**config.mk**
```make
export PLATFORM = sky130hd
export DESIGN_NAME = receptor_mdio
export DESIGN_NICKNAME = d
export VERILOG_FILES = /design/src/rtl/receptor_mdio.sv
export SDC_FILE = /design/constraint.sdc
export NUM_CORES = 1
export LEC_CHECK = 0
export BUFFER_PORTS_ARGS = -buffer_cell sky130_fd_sc_hd__buf_2
export CAP_MARGIN = 25
export CELL_PAD_IN_SITES_DETAIL_PLACEMENT = 1
export CELL_PAD_IN_SITES_GLOBAL_PLACEMENT = 2
export CORE_MARGIN = 2
export CORE_UTILIZATION = 40
export CTS_BUF_LIST = sky130_fd_sc_hd__clkbuf_8
export DETAILED_ROUTE_END_ITERATION = 7
export HOLD_SLACK_MARGIN = 0.15
export PLACE_DENSITY = 0.83
export SYNTH_ARGS = -nofsm -noshare
export SYNTH_HDL_FRONTEND = slang
export SYNTH_SLANG_ARGS = --single-unit
```
**constraint.sdc**
```tcl
create_clock -name clk -period 2.7 [get_ports clk]
set_clock_uncertainty 0.1 [all_clocks]
set_input_delay 0.81 -clock clk [delete_from_list [all_inputs] [get_ports clk]]
set_output_delay 0.81 -clock clk [all_outputs]
set_load 0.02 [all_outputs]
```
**src/rtl/receptor_mdio.sv**
```systemverilog
// Clause-22 MDIO target: oversamples mdc in the clk domain, decodes frames,
// strobes writes to a local register file and serialises read data back.
//
// state   | meaning
// IDLE    | waiting for ST[1]=0 with controller driving (preamble ones ignored)
// HDR     | shifting bits 1..13 (ST[0], OP, PHYAD, REGAD)
// WR_TA   | write turnaround, expect 1 then 0
// WR_DATA | shifting write data bits 16..31
// RD_TA   | read turnaround, bit 14 released, target drives 0 for bit 15
// RD_DATA | shifting read data out on mdc falls
// DISCARD | counting out a frame not for us (or malformed) to bit 31
module receptor_mdio #(
    parameter logic [4:0] PHY_ADDR = 5'h01
) (
    input  logic        clk,
    input  logic        reset,
    input  logic        mdc,
    input  logic        mdio_oe,
    input  logic        mdio_out,
    input  logic [15:0] rd_data,
    output logic        mdio_in,
    output logic        mdio_in_oe,
    output logic [4:0]  reg_addr,
    output logic [15:0] wr_data,
    output logic        wr_stb,
    output logic        rd_stb,
    output logic        frame_err
);

    typedef enum logic [2:0] {
        IDLE, HDR, WR_TA, WR_DATA, RD_TA, RD_DATA, DISCARD
    } state_t;

    state_t      state, state_nx;
    logic        mdc_q;
    logic        rise, fall;
    logic [4:0]  bc, bc_nx;
    logic [10:0] hdr;
    logic [11:0] hdr_full;
    logic [14:0] wr_sh;
    logic [15:0] tx;

    logic err_nx, wr_nx, rd_nx, addr_ld, hdr_ld, wsh_ld;
    logic drv_ta, drv_bit, drv_end;

    assign rise     = mdc & ~mdc_q;
    assign fall     = ~mdc & mdc_q;
    // {OP, PHYAD, REGAD} as seen at the rise of bit 13
    assign hdr_full = {hdr, mdio_out};

    always_comb begin
        state_nx = state;
        bc_nx    = bc;
        err_nx   = 1'b0;
        wr_nx    = 1'b0;
        rd_nx    = 1'b0;
        addr_ld  = 1'b0;
        hdr_ld   = 1'b0;
        wsh_ld   = 1'b0;
        drv_ta   = 1'b0;
        drv_bit  = 1'b0;
        drv_end  = 1'b0;
        case (state)
            IDLE: begin
                if (rise && mdio_oe && !mdio_out) begin
                    bc_nx    = 5'd1;
                    state_nx = HDR;
                end
            end
            HDR: begin
                if (rise) begin
                    if (!mdio_oe || (bc == 5'd1 && !mdio_out)) begin
                        err_nx   = 1'b1;
                        bc_nx    = 5'd0;
                        state_nx = IDLE;
                    end else begin
                        bc_nx = bc + 5'd1;
                        if (bc != 5'd1)
                            hdr_ld = 1'b1;
                        if (bc == 5'd13) begin
                            if (hdr_full[9:5] != PHY_ADDR) begin
                                state_nx = DISCARD;
                            end else if (hdr_full[11:10] == 2'b01) begin
                                addr_ld  = 1'b1;
                                state_nx = WR_TA;
                            end else if (hdr_full[11:10] == 2'b10) begin
                                addr_ld  = 1'b1;
                                rd_nx    = 1'b1;
                                state_nx = RD_TA;
                            end else begin
                                err_nx   = 1'b1;
                                state_nx = DISCARD;
                            end
                        end
                    end
                end
            end
            WR_TA: begin
                if (rise) begin
                    bc_nx = bc + 5'd1;
                    if (!mdio_oe || (mdio_out != (bc == 5'd14))) begin
                        err_nx   = 1'b1;
                        state_nx = DISCARD;
                    end else if (bc == 5'd15) begin
                        state_nx = WR_DATA;
                    end
                end
            end
            WR_DATA: begin
                if (rise) begin
                    if (!mdio_oe) begin
                        err_nx   = 1'b1;
                        bc_nx    = 5'd0;
                        state_nx = IDLE;
                    end else begin
                        wsh_ld = 1'b1;
                        bc_nx  = bc + 5'd1;
                        if (bc == 5'd31) begin
                            wr_nx    = 1'b1;
                            state_nx = IDLE;
                        end
                    end
                end
            end
            RD_TA: begin
                if (rise) begin
                    bc_nx = bc + 5'd1;
                    if (bc == 5'd15)
                        state_nx = RD_DATA;
                end else if (fall && bc == 5'd15) begin
                    drv_ta = 1'b1;
                end
            end
            RD_DATA: begin
                // bc wraps to 0 after the bit-31 rise, marking the final fall
                if (rise) begin
                    bc_nx = bc + 5'd1;
                end else if (fall) begin
                    if (bc == 5'd0) begin
                        drv_end  = 1'b1;
                        state_nx = IDLE;
                    end else begin
                        drv_bit = 1'b1;
                    end
                end
            end
            DISCARD: begin
                if (rise) begin
                    bc_nx = bc + 5'd1;
                    if (bc == 5'd31)
                        state_nx = IDLE;
                end
            end
            default: begin
                bc_nx    = 5'd0;
                state_nx = IDLE;
            end
        endcase
    end

    always_ff @(posedge clk or negedge reset) begin
        if (!reset) begin
            state      <= IDLE;
            mdc_q      <= 1'b0;
            bc         <= 5'd0;
            hdr        <= '0;
            wr_sh      <= '0;
            tx         <= '0;
            mdio_in    <= 1'b0;
            mdio_in_oe <= 1'b0;
            reg_addr   <= '0;
            wr_data    <= '0;
            wr_stb     <= 1'b0;
            rd_stb     <= 1'b0;
            frame_err  <= 1'b0;
        end else begin
            mdc_q     <= mdc;
            state     <= state_nx;
            bc        <= bc_nx;
            frame_err <= err_nx;
            wr_stb    <= wr_nx;
            rd_stb    <= rd_nx;
            if (hdr_ld)
                hdr <= hdr_full[10:0];
            if (addr_ld)
                reg_addr <= hdr_full[4:0];
            if (wsh_ld)
                wr_sh <= {wr_sh[13:0], mdio_out};
            if (wr_nx)
                wr_data <= {wr_sh, mdio_out};
            if (rd_stb)
                tx <= rd_data;
            else if (drv_bit)
                tx <= {tx[14:0], 1'b0};
            if (drv_ta) begin
                mdio_in_oe <= 1'b1;
                mdio_in    <= 1'b0;
            end
            if (drv_bit)
                mdio_in <= tx[15];
            if (drv_end) begin
                mdio_in_oe <= 1'b0;
                mdio_in    <= 1'b0;
            end
        end
    end

endmodule

```
### Word-level counts from Yosys, hierarchy flattened

Cells that the tools add are included.

| cells by class | value |
|---|---|
| eq/ne operators | 29 |
| bitwise gates (word level) | 4 |
| multiplexer cells | 80 |
| $add $sub $neg | 1 |
| reductions and logical operators | 16 |

Operator list:

| kind | number |
|---|---|
| 2-to-1 mux 3 bit | 18 |
| 2-to-1 mux 1 bit | 50 |
| 2-to-1 mux 16 bit | 2 |
| 2-to-1 mux 5 bit | 6 |
| one-hot mux 3 bit (7 select lines) | 1 |
| != test 2 bit (second input constant) | 10 |
| one-hot mux 5 bit (4 select lines) | 1 |
| == test 5 x 4 -> 1 bit (second input constant) | 3 |
| AND reduction 12 bit | 1 |
| != test 5 x 1 -> 1 bit (second input constant) | 2 |
| == test 3 bit (second input constant) | 3 |
| == test 3 x 2 -> 1 bit (second input constant) | 2 |
| != test 3 bit (second input constant) | 2 |
| adder 5 x 1 -> 5 bit (second input constant) | 1 |
| == test 5 x 1 -> 1 bit (second input constant) | 1 |
| == test 5 bit (second input constant) | 1 |
| logical NOT 5 bit | 1 |
| logical AND 1 bit | 4 |
| AND reduction 4 bit | 1 |
| nonzero test 2 bit | 2 |
| OR reduction 4 bit | 1 |
| == test 3 x 1 -> 1 bit (second input constant) | 1 |
| logical NOT 3 bit | 1 |
| one-hot mux 1 bit (3 select lines) | 1 |
| 10 further kinds | 14 |

| word-level totals | value |
|---|---|
| word-level logic and storage cells | 143 |
| register bits | 77 |

### Logic depth before layout (Yosys ltp)

| depth | value |
|---|---|
| depth after elaboration | 9 |
| depth in mapped cells | 8 |
| mapped depth without buffers | 8 |

### Least setup slack after synthesis

Ideal clock, no wire load.

| timing | value |
|---|---|
| path type | input-to-reg |
| start | input mdc |
| end | register wr_data[10] |
| slack | 275 ps |
| required time | 2475 ps |
| cell stages on the path | 6 |
| arrival time | 2200 ps |
| path buffers | 2 |
| setup time | 125 ps |
| cell sequence | nand2b_1 buf_2 nor4_4 nand2_1 clkbuf_1 mux2_2 |

| on the way | value |
|---|---|
| cells in the longest elaborated chain, start to end | 3 |

Ends and longest elaborated chain:

| element | line | RTL |
|---|---|---|
| start: declaration | 17 | `input logic mdc,` |
| bitwise AND 1 bit | 46 | `assign rise = mdc & ~mdc_q;` |
| 2-to-1 mux 1 bit | 110 | `if (rise) begin` |
| 2-to-1 mux 1 bit | 63 | `case (state)` |
| end signal: assignment | 190 | `wr_data <= {wr_sh, mdio_out};` |
| end: declaration | 24 | `output logic [15:0] wr_data,` |

No other way between the ends.
A chain may end at the register's enable or synchronous reset.

### Worst setup path after layout

| timing | value |
|---|---|
| start | register bc[1] |
| end | register state[2] |

| on the way | value |
|---|---|
| cells in the longest elaborated chain, start to end | 6 |
| elaborated cells between the ends (all ways) | 24 |
| classes of those cells | eq/ne: 10; mux: 9; reduce/logical: 5 |

Ends and longest elaborated chain:

| element | line | RTL |
|---|---|---|
| start: declaration | 37 | `logic [4:0] bc, bc_nx;` |
| start signal: assignment | 179 | `bc <= bc_nx;` |
| == test 5 x 4 -> 1 bit or == test 5 x 1 -> 1 bit (tied branches) | 101, 72 |  |
| != test 1 bit or logical AND 1 bit (tied branches) | 101, 72 |  |
| logical OR 1 bit (on tied branches) | 101, 72 |  |
| 2-to-1 mux 3 bit (on tied branches) | 101, 72 |  |
| 2-to-1 mux 3 bit (on tied branches) | 99, 71 |  |
| one-hot mux 3 bit (7 select lines) | 63 |  |
| end signal: assignment | 178 | `state <= state_nx;` |
| end: declaration | 34 | `state_t state, state_nx;` |

Several ways; a longest one is shown, not always the timed one. The select of a mux whose other input is x is not followed.

==> metrics.txt <==
Die Width=97.86 microns; slew at the pin with the worst max-slew slack=732.4 ps; number of setup buffers added after CTS=0; WP data required=2820 ps; total die area=9576 sq um; Final min period=2429 ps; drt first pass iters=4; Hold Path Class=input pin to asynchronous set/reset pin; synthesized area=3523 sq um; RSZ-0062 raised after global routing=no; Synth Register Bits=77; Clock Tree Buf Depth=2; Final Hold Fails=0; R2R depth=7; routability congestion estimate from global placement=0.8709; Overflow after GRT=0; # DRC=0; Synth Flop Type=dfrtp_1; I/O Buffers=46; Setup crit end kind=register; Mapped Avg Cell Area=12.15 sq um; Max-cap violations=0; post-cts sizing count=0; Ys Warns=0; top-count cell post-synth=dfrtp_1; Initial DRC Count=45; syn nets=~320; status=finished clean; initial antenna violation count=0; H-tree levels=3; Clk pin slew, worst setup/hold paths=approximately 80 ps; Lkg Pwr=2.166 nW; Hold Slack=281.6 ps; Layout Nets=371; CTS tree=yes; wire per inst=14.99 microns; n_diodes=0; dpl cell area=3908 sq um; CTS Sinks=slightly below 80; post-DP HPWL=4784 microns; power per cell area=728.0 nW/um^2; worst-path maximum fanout=5; Layout area overhead=17.19%; area of the multi-input gates=1488 sq um; clk_lat worst skew=340 ps; Fin Setup TNS=0 ps; gr usage total=between 10% and 20%; crit path kind=register to register; post-synthesis cell type count=48; total CTS buffers=9; Hold Buf Count CTS=0; Core Area=8636 sq um; peak supply drop=0.0003608 V; Synth area leaders=dfrtp_1, mux2_2, mux2i_1, o21ai_0, nand2_1; Clock Tree Root=clkbuf_8; WP data arrival=2550 ps; Cells after Synth=between 200 and 300; largest net degree at the start of global routing=50; Slew Limit Fails=0; die height=97.86 microns; share of post-route cells with drive strength above 1=36.31%; vias=2314; FMAX=0.4118 GHz; Yosys top cell area share=54.69%; first-pass GRT wire length=11660 microns; Async SR Flop Fraction=100.0%; post-route ant nets=0; Final period util=between 80% and 90%; Tot Pwr=around 3 mW; vias in the first global route=2407; Slew Limit Headroom=50.73%; Commonest cells post-synth=dfrtp_1, mux2_2, o21ai_0; final wirelength=6821 microns; row count=34; dpl ws=236.9 ps; sequential area share after synthesis=54.69%; Vias/cell=5.086; startpoint types=register; Yosys top cell by area=dfrtp_1; PnR worst setup slack=271.5 ps; starting density of the core=approximately two fifths; io pins=47; Storage cell area=1927 sq um; final setup vio count=0; Post-synth EDFFs=0; Design Area, Final=4129 sq um; Filler Cells Inserted=939
==> cells by family after synthesis <==
family | after synthesis | share of synthesized area [%]
AO/OA/AOI/OAI | 56 | 10.26
buffers and inverters | 27 | 3.089
XOR/XNOR | 1 | 0.2486
multiplexers | 62 | 19.50
adder cells (fa/ha/maj) | 8 | 2.841
flip-flops | 77 | 54.69
AND/OR/NAND/NOR | 59 | 9.375
==> cell type report <==
cell class	instances	area share, %
clock buffer	9	3.000
clock inverter	7	2.364
inverter	14	1.273
multi-input combinational	186	36.03
sequential	77	46.67
tap	108	3.273
timing repair buffer	54	7.394
==> per-layer routing <==
metal  share of wire [%]  vias to the layer above  GRT usage (%)
met5                   0                        -              0
met4                 1.0                        0          3.526
met3                 3.7                        5          4.152
met2                  46                       36          23.81
met1                  49                     1147          20.42
li1                    -                     1126              -
==> critical path, stage by stage (launching register included) <==
cell	delay, ps
dfrtp_1	430
inv_1	90
ha_1	150
or4b_4	500
o21ai_4	230
o221ai_2	140
a211o_1	350
mux2_4	310
==> cell usage in the layout (no fill, tap or decap), types with 2 or more instances in the layout <==
master,count
mux2_2,45
o21ai_0,28
nand3_1,2
nor2_1,6
mux2_4,2
a21o_1,2
inv_6,2
nor4_1,2
dfrtp_1,77
mux2i_1,15
a21oi_1,5
nand2b_1,3
a22o_1,3
ha_1,8
nand2_1,27
buf_2,45
inv_1,15
clkbuf_8,9
bufinv_16,2
o21bai_1,2
o21ai_1,3
and3_1,2
buf_4,8
nor2b_1,5
==> stage by stage <==
step / util, % / std cells
after floorplan: - / 290
after global placement: 45.25 / 439
after detailed placement: 45.25 / 439
after CTS: 47.81 / 455
after global routing: 47.81 / 455
final: 47.81 / 455
==> report_power, final <==
group,internal (mW),switching [mW]
registers,1.25,0.148
logic,0.315,0.332
clock network,0.526,0.440
==> registers in the layout (all words and copies together) (netlist names) <==
register and cells:
rd_stb 1, frame_err 1, wr_sh 15, mdc_q 1, wr_stb 1, mdio_in 1
reg_addr 5, tx 16, bc 5, state 3, mdio_in_oe 1, hdr 11
wr_data 16
==> final timing paths <==
| kind | from | end | slack, ps |
|---|---|---|---|
| setup / recovery | bc[1]$_DFFE_PN0P_ | state[2]$_DFFE_PN0P_ | 270 |
| hold / removal | reset | tx[9]$_DFFE_PN0P_ | 280 |
| min in group clk | wr_data[9]$_DFFE_PN0P_ | wr_data[9]$_DFFE_PN0P_ | 400 |
| max in group asynchronous | reset | hdr[6]$_DFFE_PN0P_ | 1630 |
| setup reg to reg | bc[1]$_DFFE_PN0P_ | state[2]$_DFFE_PN0P_ | 270 |
| hold reg to reg | wr_data[9]$_DFFE_PN0P_ | wr_data[9]$_DFFE_PN0P_ | 400 |
No activity file was read; power rests on OpenSTA's default activity.
